--- src/rtl/rst_pkg.sv ---
// rtl/rst_pkg.sv - shared defaults and table entry type for the rename status table
package rst_pkg;

  localparam int RST_NREG  = 32;
  localparam int RST_ROBW  = 3;
  localparam int RST_NCKPT = 4;

  // One scoreboard entry: is the register waiting on an in-flight producer, and which one.
  typedef struct packed {
    logic                busy;
    logic [RST_ROBW-1:0] tag;
  } rst_entry_t;

  // True when a commit of tag t retires the producer this entry is waiting on.
  function automatic logic rst_tag_hit(input rst_entry_t e, input logic [RST_ROBW-1:0] t);
    return e.busy && (e.tag == t);
  endfunction

endpackage

--- src/rtl/rst_ckpt_ring.sv ---
// rtl/rst_ckpt_ring.sv - head/tail/count bookkeeping for the branch checkpoint ring
module rst_ckpt_ring #(
  parameter  int NCKPT = 4,
  localparam int CW    = $clog2(NCKPT)
) (
  input  logic          clk,
  input  logic          reset,
  input  logic          i_flush,
  input  logic          i_restore,
  input  logic [CW-1:0] i_restore_id,
  input  logic          i_ckpt_req,
  input  logic          i_release,
  output logic          o_alloc,
  output logic [CW-1:0] o_tail,
  output logic [CW:0]   o_count,
  output logic          o_full
);

  localparam logic [CW:0] FULL_CNT = (CW+1)'(NCKPT);

  logic [CW-1:0] r_head;
  logic [CW-1:0] r_tail;
  logic [CW:0]   r_count;
  logic          w_rel;

  // Allocation and release only happen in a plain cycle; flush and restore own the pointers.
  assign o_full  = (r_count == FULL_CNT);
  assign o_alloc = i_ckpt_req && !o_full && !i_restore && !i_flush;
  assign w_rel   = i_release && (r_count != '0) && !i_restore && !i_flush;
  assign o_tail  = r_tail;
  assign o_count = r_count;

  // Pointer and occupancy update; pointers wrap naturally since NCKPT is a power of two.
  always_ff @(posedge clk) begin
    if (reset || i_flush) begin
      r_head  <= '0;
      r_tail  <= '0;
      r_count <= '0;
    end else if (i_restore) begin
      // Everything younger than the restored slot is discarded, including the slot itself.
      r_tail  <= i_restore_id;
      r_count <= {1'b0, i_restore_id - r_head};
    end else begin
      if (o_alloc) r_tail <= r_tail + CW'(1);
      if (w_rel)   r_head <= r_head + CW'(1);
      case ({o_alloc, w_rel})
        2'b10:   r_count <= r_count + (CW+1)'(1);
        2'b01:   r_count <= r_count - (CW+1)'(1);
        default: r_count <= r_count;
      endcase
    end
  end

endmodule

--- src/rtl/rename_status_table.sv ---
// rtl/rename_status_table.sv - register busy/tag scoreboard with branch checkpoints
module rename_status_table
  import rst_pkg::*;
#(
  parameter  int NREG  = RST_NREG,
  parameter  int ROBW  = RST_ROBW,
  parameter  int NCKPT = RST_NCKPT,
  localparam int IW    = $clog2(NREG),
  localparam int CW    = $clog2(NCKPT)
) (
  input  logic            clk,
  input  logic            reset,
  input  logic [IW-1:0]   rs1,
  input  logic [IW-1:0]   rs2,
  output logic            src_busy1,
  output logic            src_busy2,
  output logic [ROBW-1:0] src_tag1,
  output logic [ROBW-1:0] src_tag2,
  input  logic            ren_valid,
  input  logic [IW-1:0]   ren_rd,
  input  logic [ROBW-1:0] ren_tag,
  input  logic            cmt_valid,
  input  logic [IW-1:0]   cmt_rd,
  input  logic [ROBW-1:0] cmt_tag,
  input  logic            ckpt_req,
  output logic [CW-1:0]   ckpt_id,
  output logic            ckpt_full,
  output logic [CW:0]     ckpt_count,
  input  logic            release_valid,
  input  logic            restore_valid,
  input  logic [CW-1:0]   restore_id,
  input  logic            flush
);

  // The entry type carries a fixed tag width, so the tag parameter must match it.
  if (ROBW != RST_ROBW) begin : g_bad_robw
    $error("rename_status_table: ROBW must equal rst_pkg::RST_ROBW");
  end
  if ((1 << CW) != NCKPT) begin : g_bad_nckpt
    $error("rename_status_table: NCKPT must be a power of two");
  end

  rst_entry_t r_tab [NREG];
  rst_entry_t r_ck  [NCKPT][NREG];
  rst_entry_t w_tab_nxt [NREG];
  rst_entry_t w_ck_nxt  [NCKPT][NREG];

  logic          w_ren_en;
  logic          w_cmt_en;
  logic          w_alloc;
  logic [CW-1:0] w_tail;

  rst_entry_t    w_ent1;
  rst_entry_t    w_ent2;
  logic          w_byp1;
  logic          w_byp2;
  logic          w_fwd1;
  logic          w_fwd2;

  rst_ckpt_ring #(
    .NCKPT (NCKPT)
  ) u_ring (
    .clk          (clk),
    .reset        (reset),
    .i_flush      (flush),
    .i_restore    (restore_valid),
    .i_restore_id (restore_id),
    .i_ckpt_req   (ckpt_req),
    .i_release    (release_valid),
    .o_alloc      (w_alloc),
    .o_tail       (w_tail),
    .o_count      (ckpt_count),
    .o_full       (ckpt_full)
  );

  assign ckpt_id = w_tail;

  // Register 0 is hard-wired ready, so writes to it are dropped at the source.
  assign w_ren_en = ren_valid && (ren_rd != '0) && !restore_valid && !flush;
  assign w_cmt_en = cmt_valid && (cmt_rd != '0) && !flush;

  // Lookups see the same-cycle rename first, then the same-cycle commit, then the stored entry.
  assign w_ent1    = r_tab[rs1];
  assign w_ent2    = r_tab[rs2];
  assign w_byp1    = ren_valid && (ren_rd != '0) && (ren_rd == rs1);
  assign w_byp2    = ren_valid && (ren_rd != '0) && (ren_rd == rs2);
  assign w_fwd1    = cmt_valid && (cmt_rd == rs1) && rst_tag_hit(w_ent1, cmt_tag);
  assign w_fwd2    = cmt_valid && (cmt_rd == rs2) && rst_tag_hit(w_ent2, cmt_tag);
  assign src_busy1 = (rs1 != '0) && (w_byp1 || (w_ent1.busy && !w_fwd1));
  assign src_busy2 = (rs2 != '0) && (w_byp2 || (w_ent2.busy && !w_fwd2));
  assign src_tag1  = w_byp1 ? ren_tag : w_ent1.tag;
  assign src_tag2  = w_byp2 ? ren_tag : w_ent2.tag;

  // Next live table: pick base (restore copy or current), retire the commit, then let rename win.
  always_comb begin
    for (int r = 0; r < NREG; r++) begin
      w_tab_nxt[r] = restore_valid ? r_ck[restore_id][r] : r_tab[r];
      if (w_cmt_en && (cmt_rd == IW'(r)) && rst_tag_hit(w_tab_nxt[r], cmt_tag)) begin
        w_tab_nxt[r].busy = 1'b0;
      end
      if (w_ren_en && (ren_rd == IW'(r))) begin
        w_tab_nxt[r].busy = 1'b1;
        w_tab_nxt[r].tag  = ren_tag;
      end
      if (flush) begin
        w_tab_nxt[r].busy = 1'b0;
      end
    end
  end

  // Next checkpoint contents: commits retire matching producers in every slot; allocation snapshots.
  always_comb begin
    for (int s = 0; s < NCKPT; s++) begin
      for (int r = 0; r < NREG; r++) begin
        w_ck_nxt[s][r] = r_ck[s][r];
        if (w_cmt_en && (cmt_rd == IW'(r)) && rst_tag_hit(r_ck[s][r], cmt_tag)) begin
          w_ck_nxt[s][r].busy = 1'b0;
        end
        if (w_alloc && (w_tail == CW'(s))) begin
          w_ck_nxt[s][r] = w_tab_nxt[r];
        end
      end
    end
  end

  // Table and checkpoint storage.
  always_ff @(posedge clk) begin
    if (reset) begin
      for (int r = 0; r < NREG; r++) begin
        r_tab[r] <= '0;
      end
      for (int s = 0; s < NCKPT; s++) begin
        for (int r = 0; r < NREG; r++) begin
          r_ck[s][r] <= '0;
        end
      end
    end else begin
      for (int r = 0; r < NREG; r++) begin
        r_tab[r] <= w_tab_nxt[r];
      end
      for (int s = 0; s < NCKPT; s++) begin
        for (int r = 0; r < NREG; r++) begin
          r_ck[s][r] <= w_ck_nxt[s][r];
        end
      end
    end
  end

endmodule

--- config.mk ---
export PLATFORM = sky130hd
export DESIGN_NAME = rename_status_table
export DESIGN_NICKNAME = d
export VERILOG_FILES = /design/src/rtl/rst_pkg.sv /design/src/rtl/rst_ckpt_ring.sv /design/src/rtl/rename_status_table.sv
export SDC_FILE = /design/constraint.sdc
export NUM_CORES = 2
export LEC_CHECK = 0
export CORE_ASPECT_RATIO = 0.75
export CORE_MARGIN = 2
export CORE_UTILIZATION = 30
export DETAILED_ROUTE_END_ITERATION = 8
export PLACE_DENSITY = 0.42
export SYNTH_ARGS = -nofsm -noshare
export SYNTH_HDL_FRONTEND = slang
export SYNTH_SLANG_ARGS = --single-unit
--- constraint.sdc ---
create_clock -name clk -period 9.7 [get_ports clk]
set_input_delay 1.455 -clock clk [delete_from_list [all_inputs] [get_ports clk]]
set_output_delay 1.455 -clock clk [all_outputs]
set_load 0.03 [all_outputs]
==> metrics.md <==
| Metric | Value |
|---|---|
| Drt total wl | `roughly 140000 um` |
| Hold Vio Cnt, Final | `0` |
| Clock Sinks | `roughly 650` |
| Flops & latches, synth | `647` |
| Largest family of logic cells by synthesized area | `multiplexers` |
| Crit start category | `input port` |
| Critical Path Sink Type | `primary output` |
| Worst-skew pair later-pin latency | `between 600 and 700 ps` |
| Hold path endpoint | `r_ck[3][10]$_SDFFE_PP0P_` |
| Synth warn | `0` |
| Htree depth | `3` |
| Post-synthesis cell type count | `58` |
| Core region area | `122000 um2` |
| CTS tree | `yes` |
| Sum Neg Setup Slack | `0 ps` |
| Worst clock skew | `24.3 ps` |
| Peak supply drop | `0.139 mV` |
| Asr flop ratio synth | `0%` |
| Antenna-violating nets left | `0` |
| Initial drt markers | `2582` |
| Worst min path class | `reg2reg` |
| Vias in the first global route | `26700` |
| DP Cell Count | `5013` |
| Final std cells w/o fill | `5147` |
| First-pass GRT wire length | `roughly 200000 um` |
| I/O Pins | `50` |
| Number of cells on the worst hold path | `2` |
| Site row count | `111` |
| Register area share after synthesis | `42.4%` |
| WP data required | `8250 ps` |
| Highest routed layer | `met5` |
| Total GRT Usage | `22.0%` |
| Area share of fa/ha/maj cells after synthesis | `0.293%` |
| Mux contribution to synthesized area | `17.5%` |
| CTS root buf | `clkbuf_16` |
| Vias | `27300` |
| Crit path max-delay family | `buffers and inverters` |
| DR pass1 iterations | `5` |
| Synth Flop Type | `dfxtp_1` |
| RSZ-0062 raised after global routing | `false` |
| Clock Path Buffers | `3` |
| Count of pins over their slew limit | `0` |
| Vias per cell | `approximately 5.3` |
| R2R Setup Slk | `6030 ps` |
| Postcts setup bufs | `0` |
| CP Data Arrival Time | `5510 ps` |
| Final worst path period need | `6960 ps` |
| EDFF count, synth | `260` |
| WP buf/inv | `2` |
| Layout cell share with drive strength beyond 1 | `~17%` |
| Area share of and/or/nand/nor cells after synthesis | `~14%` |
| Slew @ Worst Pin | `1190 ps` |
| Max-slew headroom | `20.2%` |
| Total grt overflow | `0` |
| Cell area after synthesis | `~37000 um2` |
| Avg Synthesized Cell Area | `10.3 um2` |
| Clock-pin slew on the worst setup and hold paths | `60 ps` |
| Slowest-stage cell, CP | `nor4_2` |
| Tcrit/Tclk final | `71.8%` |
| Syn_nets | `3596` |
| Largest net degree at the start of global routing | `129` |
| DRT met1 WL | `slightly above 70000 um` |
| Die Y | `307 um` |
| Peak fanout along the critical path | `15` |
| Crit path kind | `in2out` |
| DIE AREA | `125000 um2` |
| Gate Count Post-Synth | `3552` |
| Top cell type's share of synthesized area | `21.3%` |
| Worst Hold Launch | `r_ck[3][10]$_SDFFE_PP0P_` |
| Initial antenna violation count | `23` |
| # DRC | `0` |
| Reg2Reg Capture Point | `r_ck[1][116]$_SDFFCE_PP0P_` |
| Critical R2R Launch | `u_ring.o_count[2]$_SDFFE_PP0P_` |
| Synth Area in XOR/XNOR | `11.9%` |
| Worst reg-to-reg path cell count | `6` |
| Die X | `slightly above 400 um` |
| Finish-stage setup viols | `0` |
| P&R area growth vs syn | `11.2%` |
| Crit path largest cell delay | `870 ps` |
| Port bufs | `between 40 and 50` |
| Main area contributors after synthesis | `edfxtp_1 (21%), dfxtp_1 (21%), mux4_2 (11%)` |
| Nets | `3493` |
| CTS Buf Count | `between 70 and 80` |
| Pwr Density | `158 nW/um2` |
| Post-CTS sizing | `0` |
| Met2 wire length | `56200 um` |
| Initial core utilization | `30.1%` |
| Max Cap Violations | `0` |
| Hold buffers post-CTS | `0` |
| WL met3 | `10100 um` |
| Final hold slack | `483 ps` |
| Pleak | `around 14 nW` |
| Run status | `complete, no violations` |
| WL/cell | `27.1 um` |
| Post-synth top area cell | `edfxtp_1` |
| F_max | `0.144 GHz` |
| Worst path cell trace | `clkdlybuf4s50_1 -> or2_2 -> o41ai_1 -> nor4_2 -> o22a_1 -> o21ai_0 -> a41oi_1 -> clkdlybuf4s50_1` |
| Complex-gate fraction of the synthesized area | `9.48%` |
| Crit-path most repeated cell | `clkdlybuf4s50_1` |
| DP Wirelength | `90800 um` |
| Placer Congestion | `0.869` |
-- final cells by class --
cell class | count | area, um2
well taps | 1638 | 2050
multi-input cells | 2531 | 19700
clock inverters | 30 | 243
repair buffers | 105 | 913
fillers | 12500 | 81000
diodes | 4 | 10.0
flip-flops and latches | 647 | 15600
inverters | 92 | 355
clock buffers | 100 | 2010
-- metal layers --
metal / GRT usage, % / vias to the layer above
met3: 4.62 / 130
met4: 3.44 / 16
met2: 30.8 / 829
met1: 34.5 / 14000
li1: - / 12400
met5: 0 / -
-- power by group --
| group | switching (mW) | internal (mW) |
|---|---|---|
| Clock | 1.22 | 1.53 |
| Combinational | 0.448 | 0.268 |
| Sequential | 0.0729 | 2.89 |
-- registers in the layout (all words and copies together) (netlist names) --
| register | count |
|---|---|
| u_ring.o_count | 3 |
| u_ring.r_head | 2 |
| r_ck | 512 |
| u_ring.o_tail | 2 |
| r_tab | 128 |
-- cell families after synthesis --
group                    Yosys count
multiplexers                     393
XOR/XNOR                         499
AO/OA/AOI/OAI                    507
adder cells (fa/ha/maj)            8
flip-flops                       647
AND/OR/NAND/NOR                 1124
buffers and inverters            374
-- synth_stat cells, types with 43 or more instances --
| cell | instances |
|---|---|
| inv_1 | 92 |
| dfxtp_1 | 387 |
| xor2_1 | 238 |
| or2_2 | 54 |
| o21a_1 | 68 |
| clkbuf_1 | 173 |
| a21oi_1 | 188 |
| nand2_1 | 328 |
| nor2_1 | 440 |
| mux2_2 | 109 |
| buf_2 | 60 |
| nand4_1 | 67 |
| mux2i_1 | 97 |
| nor2b_1 | 71 |
| xnor2_1 | 261 |
| o21ai_0 | 99 |
| mux4_2 | 187 |
| edfxtp_1 | 260 |
| or4_1 | 43 |
-- stage by stage --
stage	util (%)	cell area (um2)	setup slack, ps	total power [mW]
global placement	31.6	38500	2940	3.74
detailed placement	31.6	38500	2940	3.74
floorplan	-	36700	4620	3.48
finish	33.5	40800	2740	6.44
global route	33.5	40800	2670	6.65
CTS	33.5	40800	2930	6.49
-- placed cells by master (no fill, tap or decap), drive strengths merged, types with 5 or more instances in the layout --
master,synthesis,routed
a211oi,11,11
a21oi,188,188
a221oi,20,20
a22oi,5,5
a311oi,42,42
and2,27,27
and2b,8,8
buf,109,70
clkbuf,173,101
clkdlybuf4s50,0,34
clkinv,0,21
dfxtp,387,387
edfxtp,260,260
ha,7,7
inv,92,97
mux2,109,109
mux2i,97,97
mux4,187,187
nand2,328,328
nand2b,33,33
nand3,17,17
nand4,67,67
nor2,440,440
nor2b,71,71
nor3,7,7
nor4,8,8
o21a,68,68
o21ai,99,99
o221ai,5,5
o22ai,5,5
o41ai,52,52
or2,56,56
or4,43,43
xnor2,261,261
xor2,238,238
-- worst reg2reg max path, stage by stage (launching register included) --
cell     delay [ps]
dfxtp_1         350
nor3b_1         160
and3b_1         790
a21oi_4         110
buf_4           260
inv_6           650
buf_4           930
-- how the worst max path moves through the flow --
stage | slack [ps] | start | cells after the start | to
6_report | 2740 | ren_rd[3] | 8 | src_busy2
3_5_place_dp | 2940 | ren_rd[2] | 8 | src_busy2
5_1_grt | 2670 | ren_rd[2] | 8 | src_busy2
3_3_place_gp | 2940 | ren_rd[2] | 8 | src_busy2
4_1_cts | 2930 | ren_rd[2] | 8 | src_busy2
2_1_floorplan | 4620 | rs2[0] | 8 | src_busy2
No activity file was read; power rests on OpenSTA's default activity.
